--- src/rtl/subsystem_eq1_inv.sv ---
// Inverse of O = I3*I3*(1-I1) + I2*I1: recovers I1 = (O - t0)/(I2 - t0)
// with a fixed-latency restoring divider, saturation and divide-by-zero flag.
`ifndef FXP_N
`define FXP_N 16
`endif
`ifndef FXP_FRAC
`define FXP_FRAC 8
`endif

module subsystem_eq1_inv #(
  parameter int N    = `FXP_N,
  parameter int FRAC = `FXP_FRAC
) (
  input  logic         clk,
  input  logic         rst,
  input  logic         in_valid,
  output logic         in_ready,
  input  logic [N-1:0] O_in,
  input  logic [N-1:0] I2_in,
  input  logic [N-1:0] I3_in,
  output logic         out_valid,
  input  logic         out_ready,
  output logic [N-1:0] I1_out,
  output logic         sat,
  output logic         div0
);

  localparam int W  = N + 1 + FRAC;
  localparam int CW = $clog2(W);

  localparam logic [W-1:0] POS_LIM = W'((1 << (N-1)) - 1);
  localparam logic [W-1:0] NEG_LIM = W'(1 << (N-1));
  localparam logic [N-1:0] MAX_V   = {1'b0, {(N-1){1'b1}}};
  localparam logic [N-1:0] MIN_V   = {1'b1, {(N-1){1'b0}}};

  typedef enum logic [2:0] {IDLE, PREP, DIV, POST, DONE} state_t;

  state_t        state_q, state_d;
  logic [CW-1:0] cnt_q, cnt_d;
  logic [N-1:0]  o_q, o_d, i2_q, i2_d, i3_q, i3_d;
  logic [W-1:0]  dvd_q, dvd_d;
  logic [N:0]    rem_q, rem_d;
  logic [N:0]    den_mag_q, den_mag_d;
  logic          neg_q, neg_d;
  logic          num_neg_q, num_neg_d;
  logic          dz_q, dz_d;
  logic          out_valid_q, out_valid_d;
  logic [N-1:0]  i1_q, i1_d;
  logic          sat_q, sat_d;
  logic          div0_q, div0_d;

  logic signed [2*N-1:0] sq;
  logic signed [N-1:0]   t0;
  logic [N:0]            num, den, num_mag, den_mag;
  logic [N+1:0]          rem_sh;
  logic                  q_bit;

  // Operand preparation, evaluated from the registered operands during PREP
  always_comb begin
    sq      = (2*N)'($signed(i3_q)) * (2*N)'($signed(i3_q));
    t0      = N'(sq >>> FRAC);
    num     = {o_q[N-1], o_q} - {t0[N-1], t0};
    den     = {i2_q[N-1], i2_q} - {t0[N-1], t0};
    num_mag = num[N] ? -num : num;
    den_mag = den[N] ? -den : den;
  end

  always_comb begin
    rem_sh = {rem_q, dvd_q[W-1]};
    q_bit  = (rem_sh >= {1'b0, den_mag_q});
  end

  always_comb begin
    state_d     = state_q;
    cnt_d       = cnt_q;
    o_d         = o_q;
    i2_d        = i2_q;
    i3_d        = i3_q;
    dvd_d       = dvd_q;
    rem_d       = rem_q;
    den_mag_d   = den_mag_q;
    neg_d       = neg_q;
    num_neg_d   = num_neg_q;
    dz_d        = dz_q;
    out_valid_d = out_valid_q;
    i1_d        = i1_q;
    sat_d       = sat_q;
    div0_d      = div0_q;
    case (state_q)
      IDLE: begin
        if (in_valid) begin
          o_d     = O_in;
          i2_d    = I2_in;
          i3_d    = I3_in;
          state_d = PREP;
        end
      end
      PREP: begin
        dvd_d     = {num_mag, {FRAC{1'b0}}};
        rem_d     = '0;
        den_mag_d = den_mag;
        neg_d     = num[N] ^ den[N];
        num_neg_d = num[N];
        dz_d      = (den == '0);
        cnt_d     = '0;
        state_d   = DIV;
      end
      DIV: begin
        // dividend shifts out the top while quotient bits shift in at the bottom
        rem_d = q_bit ? (N+1)'(rem_sh - {1'b0, den_mag_q}) : (N+1)'(rem_sh);
        dvd_d = {dvd_q[W-2:0], q_bit};
        if (cnt_q == CW'(W-1)) begin
          cnt_d   = '0;
          state_d = POST;
        end else begin
          cnt_d = cnt_q + CW'(1);
        end
      end
      POST: begin
        div0_d = dz_q;
        if (dz_q) begin
          i1_d  = num_neg_q ? MIN_V : MAX_V;
          sat_d = 1'b1;
        end else if (neg_q) begin
          sat_d = (dvd_q > NEG_LIM);
          i1_d  = sat_d ? MIN_V : -dvd_q[N-1:0];
        end else begin
          sat_d = (dvd_q > POS_LIM);
          i1_d  = sat_d ? MAX_V : dvd_q[N-1:0];
        end
        out_valid_d = 1'b1;
        state_d     = DONE;
      end
      DONE: begin
        if (out_ready) begin
          out_valid_d = 1'b0;
          state_d     = IDLE;
        end
      end
      default: state_d = IDLE;
    endcase
  end

  always_ff @(posedge clk) begin
    if (rst) begin
      state_q     <= IDLE;
      cnt_q       <= '0;
      o_q         <= '0;
      i2_q        <= '0;
      i3_q        <= '0;
      dvd_q       <= '0;
      rem_q       <= '0;
      den_mag_q   <= '0;
      neg_q       <= 1'b0;
      num_neg_q   <= 1'b0;
      dz_q        <= 1'b0;
      out_valid_q <= 1'b0;
      i1_q        <= '0;
      sat_q       <= 1'b0;
      div0_q      <= 1'b0;
    end else begin
      state_q     <= state_d;
      cnt_q       <= cnt_d;
      o_q         <= o_d;
      i2_q        <= i2_d;
      i3_q        <= i3_d;
      dvd_q       <= dvd_d;
      rem_q       <= rem_d;
      den_mag_q   <= den_mag_d;
      neg_q       <= neg_d;
      num_neg_q   <= num_neg_d;
      dz_q        <= dz_d;
      out_valid_q <= out_valid_d;
      i1_q        <= i1_d;
      sat_q       <= sat_d;
      div0_q      <= div0_d;
    end
  end

  assign in_ready  = (state_q == IDLE);
  assign out_valid = out_valid_q;
  assign I1_out    = i1_q;
  assign sat       = sat_q;
  assign div0      = div0_q;

endmodule
--- config.mk ---
export PLATFORM = sky130hd
export DESIGN_NAME = subsystem_eq1_inv
export DESIGN_NICKNAME = d
export VERILOG_FILES = /design/src/rtl/subsystem_eq1_inv.sv
export SDC_FILE = /design/constraint.sdc
export NUM_CORES = 1
export LEC_CHECK = 0
export BUFFER_PORTS_ARGS = -buffer_cell sky130_fd_sc_hd__buf_2
export CAP_MARGIN = 10
export CORE_MARGIN = 2
export CORE_UTILIZATION = 35
export CTS_BUF_LIST = sky130_fd_sc_hd__clkbuf_4
export CTS_CLUSTER_DIAMETER = 30
export DETAILED_ROUTE_END_ITERATION = 16
export GPL_ROUTABILITY_DRIVEN = 0
export GPL_TIMING_DRIVEN = 0
export SLEW_MARGIN = 20
export SYNTH_ARGS = -nofsm -noshare
export SYNTH_HDL_FRONTEND = slang
export SYNTH_SLANG_ARGS = --single-unit
--- constraint.sdc ---
create_clock -name clk -period 10.6 [get_ports clk]
set_input_delay 1.59 -clock clk [delete_from_list [all_inputs] [get_ports clk]]
set_output_delay 1.59 -clock clk [all_outputs]
set_load 0.05 [all_outputs]
==> reports/metrics.csv <==
metric,value,unit
status,"finished, final reports clean",
vias in the first global route,13110,
max incr delay on CP,0.57,ns
Clock transition at path regs,0.14,ns
Clock Latency Late Sink,0.63,ns
routed length per placed instance,15.56,um
DRT Pass-1 Iters,6,
Congestion Overflow GR,0,
"Net Count, Synth",2259,
IO Pins,72,
Longest Clk Path Bufs,2,
post-placement cell area,0.01665,sq mm
initial drt markers,785,
global-route track usage on met3,3.298,%
Synth area leaders,"fa_1, dfxtp_1, ha_1",
pin count of the biggest net entering global routing,17,
Final Hold Violating Endpoints,0,
antenna-violating nets left,0,
CP Launch Type,flip-flop,
fin cells,2620,
Critical Path RT,11.15,ns
most common cell in the netlist,inv_1,
RSZ-0062 raised after global routing,no,
Avg Vias per Cell,4.967,
"Max stage delay cell, worst path",fa_1,
Hold WS,0.4602,ns
clk_skew,0.02749,ns
fmax,99.85,MHz
Max-slew headroom,22.84,%
Site Rows,77,
Layout area overhead,8.997,%
"Period Utilization, post-route",94.48,%
fill cell count,4568,
setup violators final,0,
Top Usage Layer GRT,met2,
met1 Use GR,22.68,%
syn_area_per_cell,8.084,sq um
Initial Util,35.35,%
Die W,214.9,um
register area,0.002743,sq mm
MaxCap Viol Count,0,
WL final,40.78,mm
Setup CP Type,flip-flop to flip-flop,
setup bufs post-CTS,0,
first-pass GRT wire length,66.90,mm
Port Buf Inserts,70,
CTS buffer count,17,
most frequent cells after synthesis,"inv_1, nand2_1, fa_1",
layout net count,2348,
dpl hpwl,33.70,mm
clk root buf,clkbuf_4,
max-slew violations,0,
hold_buf cts,0,
Placed Cells,2587,
Synthesis Warnings,0,
register area share after synthesis,17.62,%
Post-synth EDFFs,0,
Critical Path Fanout Max,10,
design area,0.01696,sq mm
die height,214.9,um
Clock Sink Count,137,
antenna violations before repair,2,
total track usage,17.99,%
Post-synth top flop,dfxtp_1,
via count,13010,
DRC,0,
fin crit period,10.01,ns
die area,0.04617,sq mm
crit path DAT,10.56,ns
share of the synthesized area in the top cell type,21.23,%
Worst-Margin Slew,1.157,ns
CTS tree,done,
fraction of layout cells with a size suffix above 1,7.548,%
core area,0.04403,sq mm
H-tree depth,4,
Async SR Flop Fraction,0,%
Yosys reg bits,137,
leading area contributor after synthesis,fa_1,
type of destination of the critical path,flip-flop,
GR Util met2,31.52,%
area taken by multi-input logic gates,0.01131,sq mm
sum of negative setup slack,0,ns
Synth Instances,1925,
Syn Std Cell Area,0.01556,sq mm
Netlist cell types,86,
hold crit path type,flip-flop to flip-flop,
-- timing repair --
item | CTS | global route
hold endpoints to repair | 0 | 0
setup endpoints to repair | 0 | 4
resized for setup | 0 | 7
-- kinds of logic after synthesis --
logic type,after synthesis,synth area share [%]
AND/OR/NAND/NOR,606,18.36
XOR/XNOR,107,6.110
multiplexers,18,1.190
adder cells (fa/ha/maj),293,31.39
AO/OA/AOI/OAI,365,15.63
buffers and inverters,399,9.704
flip-flops,137,17.62
-- critical path: cells and delay by family, from the launching register on --
kind	cells	cell delay, ns
buf+inv	7	1.28
fa+ha+maj	10	4.15
xor+xnor	2	0.71
simple gates	7	1.63
flops	1	0.38
compound gates	7	1.77
-- layout make-up --
type / count / share of cell area [%]
Antenna cell: 1 / 0.01475
Buffer: 87 / 2.021
Clock buffer: 17 / 0.7524
Clock inverter: 15 / 1.033
Inverter: 312 / 6.904
Multi-Input combinational cell: 1389 / 66.67
Sequential cell: 137 / 16.17
Tap cell: 592 / 4.367
Timing Repair Buffer: 70 / 2.065
-- registers in the layout (all words and copies together), names as in the netlist, 3 cells and up --
register / count
dvd_q: 25
den_mag_q: 17
rem_q: 17
I1_out: 16
i2_q: 16
i3_q: 16
o_q: 16
cnt_q: 5
state_q: 3
-- worst paths after layout --
kind                start   end  slack [ns]  cells after the start
setup / recovery  i3_q[4]  dz_q        0.59                     33
hold / removal       div0  div0        0.46                      2
setup reg to reg  i3_q[4]  dz_q        0.59                     33
hold reg to reg      div0  div0        0.46                      2
-- through the flow --
step	utilization (%)	worst slack, ns
3_3_place_gp	37.82	0.4988
3_5_place_dp	37.82	0.3617
2_1_floorplan	-	1.876
4_1_cts	38.51	0.3467
6_report	38.53	0.5851
5_1_grt	38.53	0.006915
-- placed cells by master, fill, tap and decap left out, types with 17 or more instances in the layout --
master	Yosys	routed
a211oi_1	20	20
a21oi_1	101	101
a22oi_1	24	24
and2_1	55	55
buf_2	1	71
clkbuf_1	82	78
clkbuf_4	0	17
dfxtp_1	137	137
fa_1	165	165
ha_1	117	117
inv_1	311	311
nand2_1	223	223
nand2b_1	20	20
nand3_1	25	25
nor2_1	143	143
nor3_1	39	39
o21ai_0	70	70
or3_1	20	20
xnor2_1	72	72
xor2_1	34	34
-- per-layer routing --
layer  up-vias  wire length, um
met5         -                0
met4         0              913
met3        52             2056
met2       306            19500
met1      6158            18310
li1       6497                -
Power is left out: the tool's default activity adds up to more than one toggle a clock period on the data nets, which glitch-free logic cannot reach.
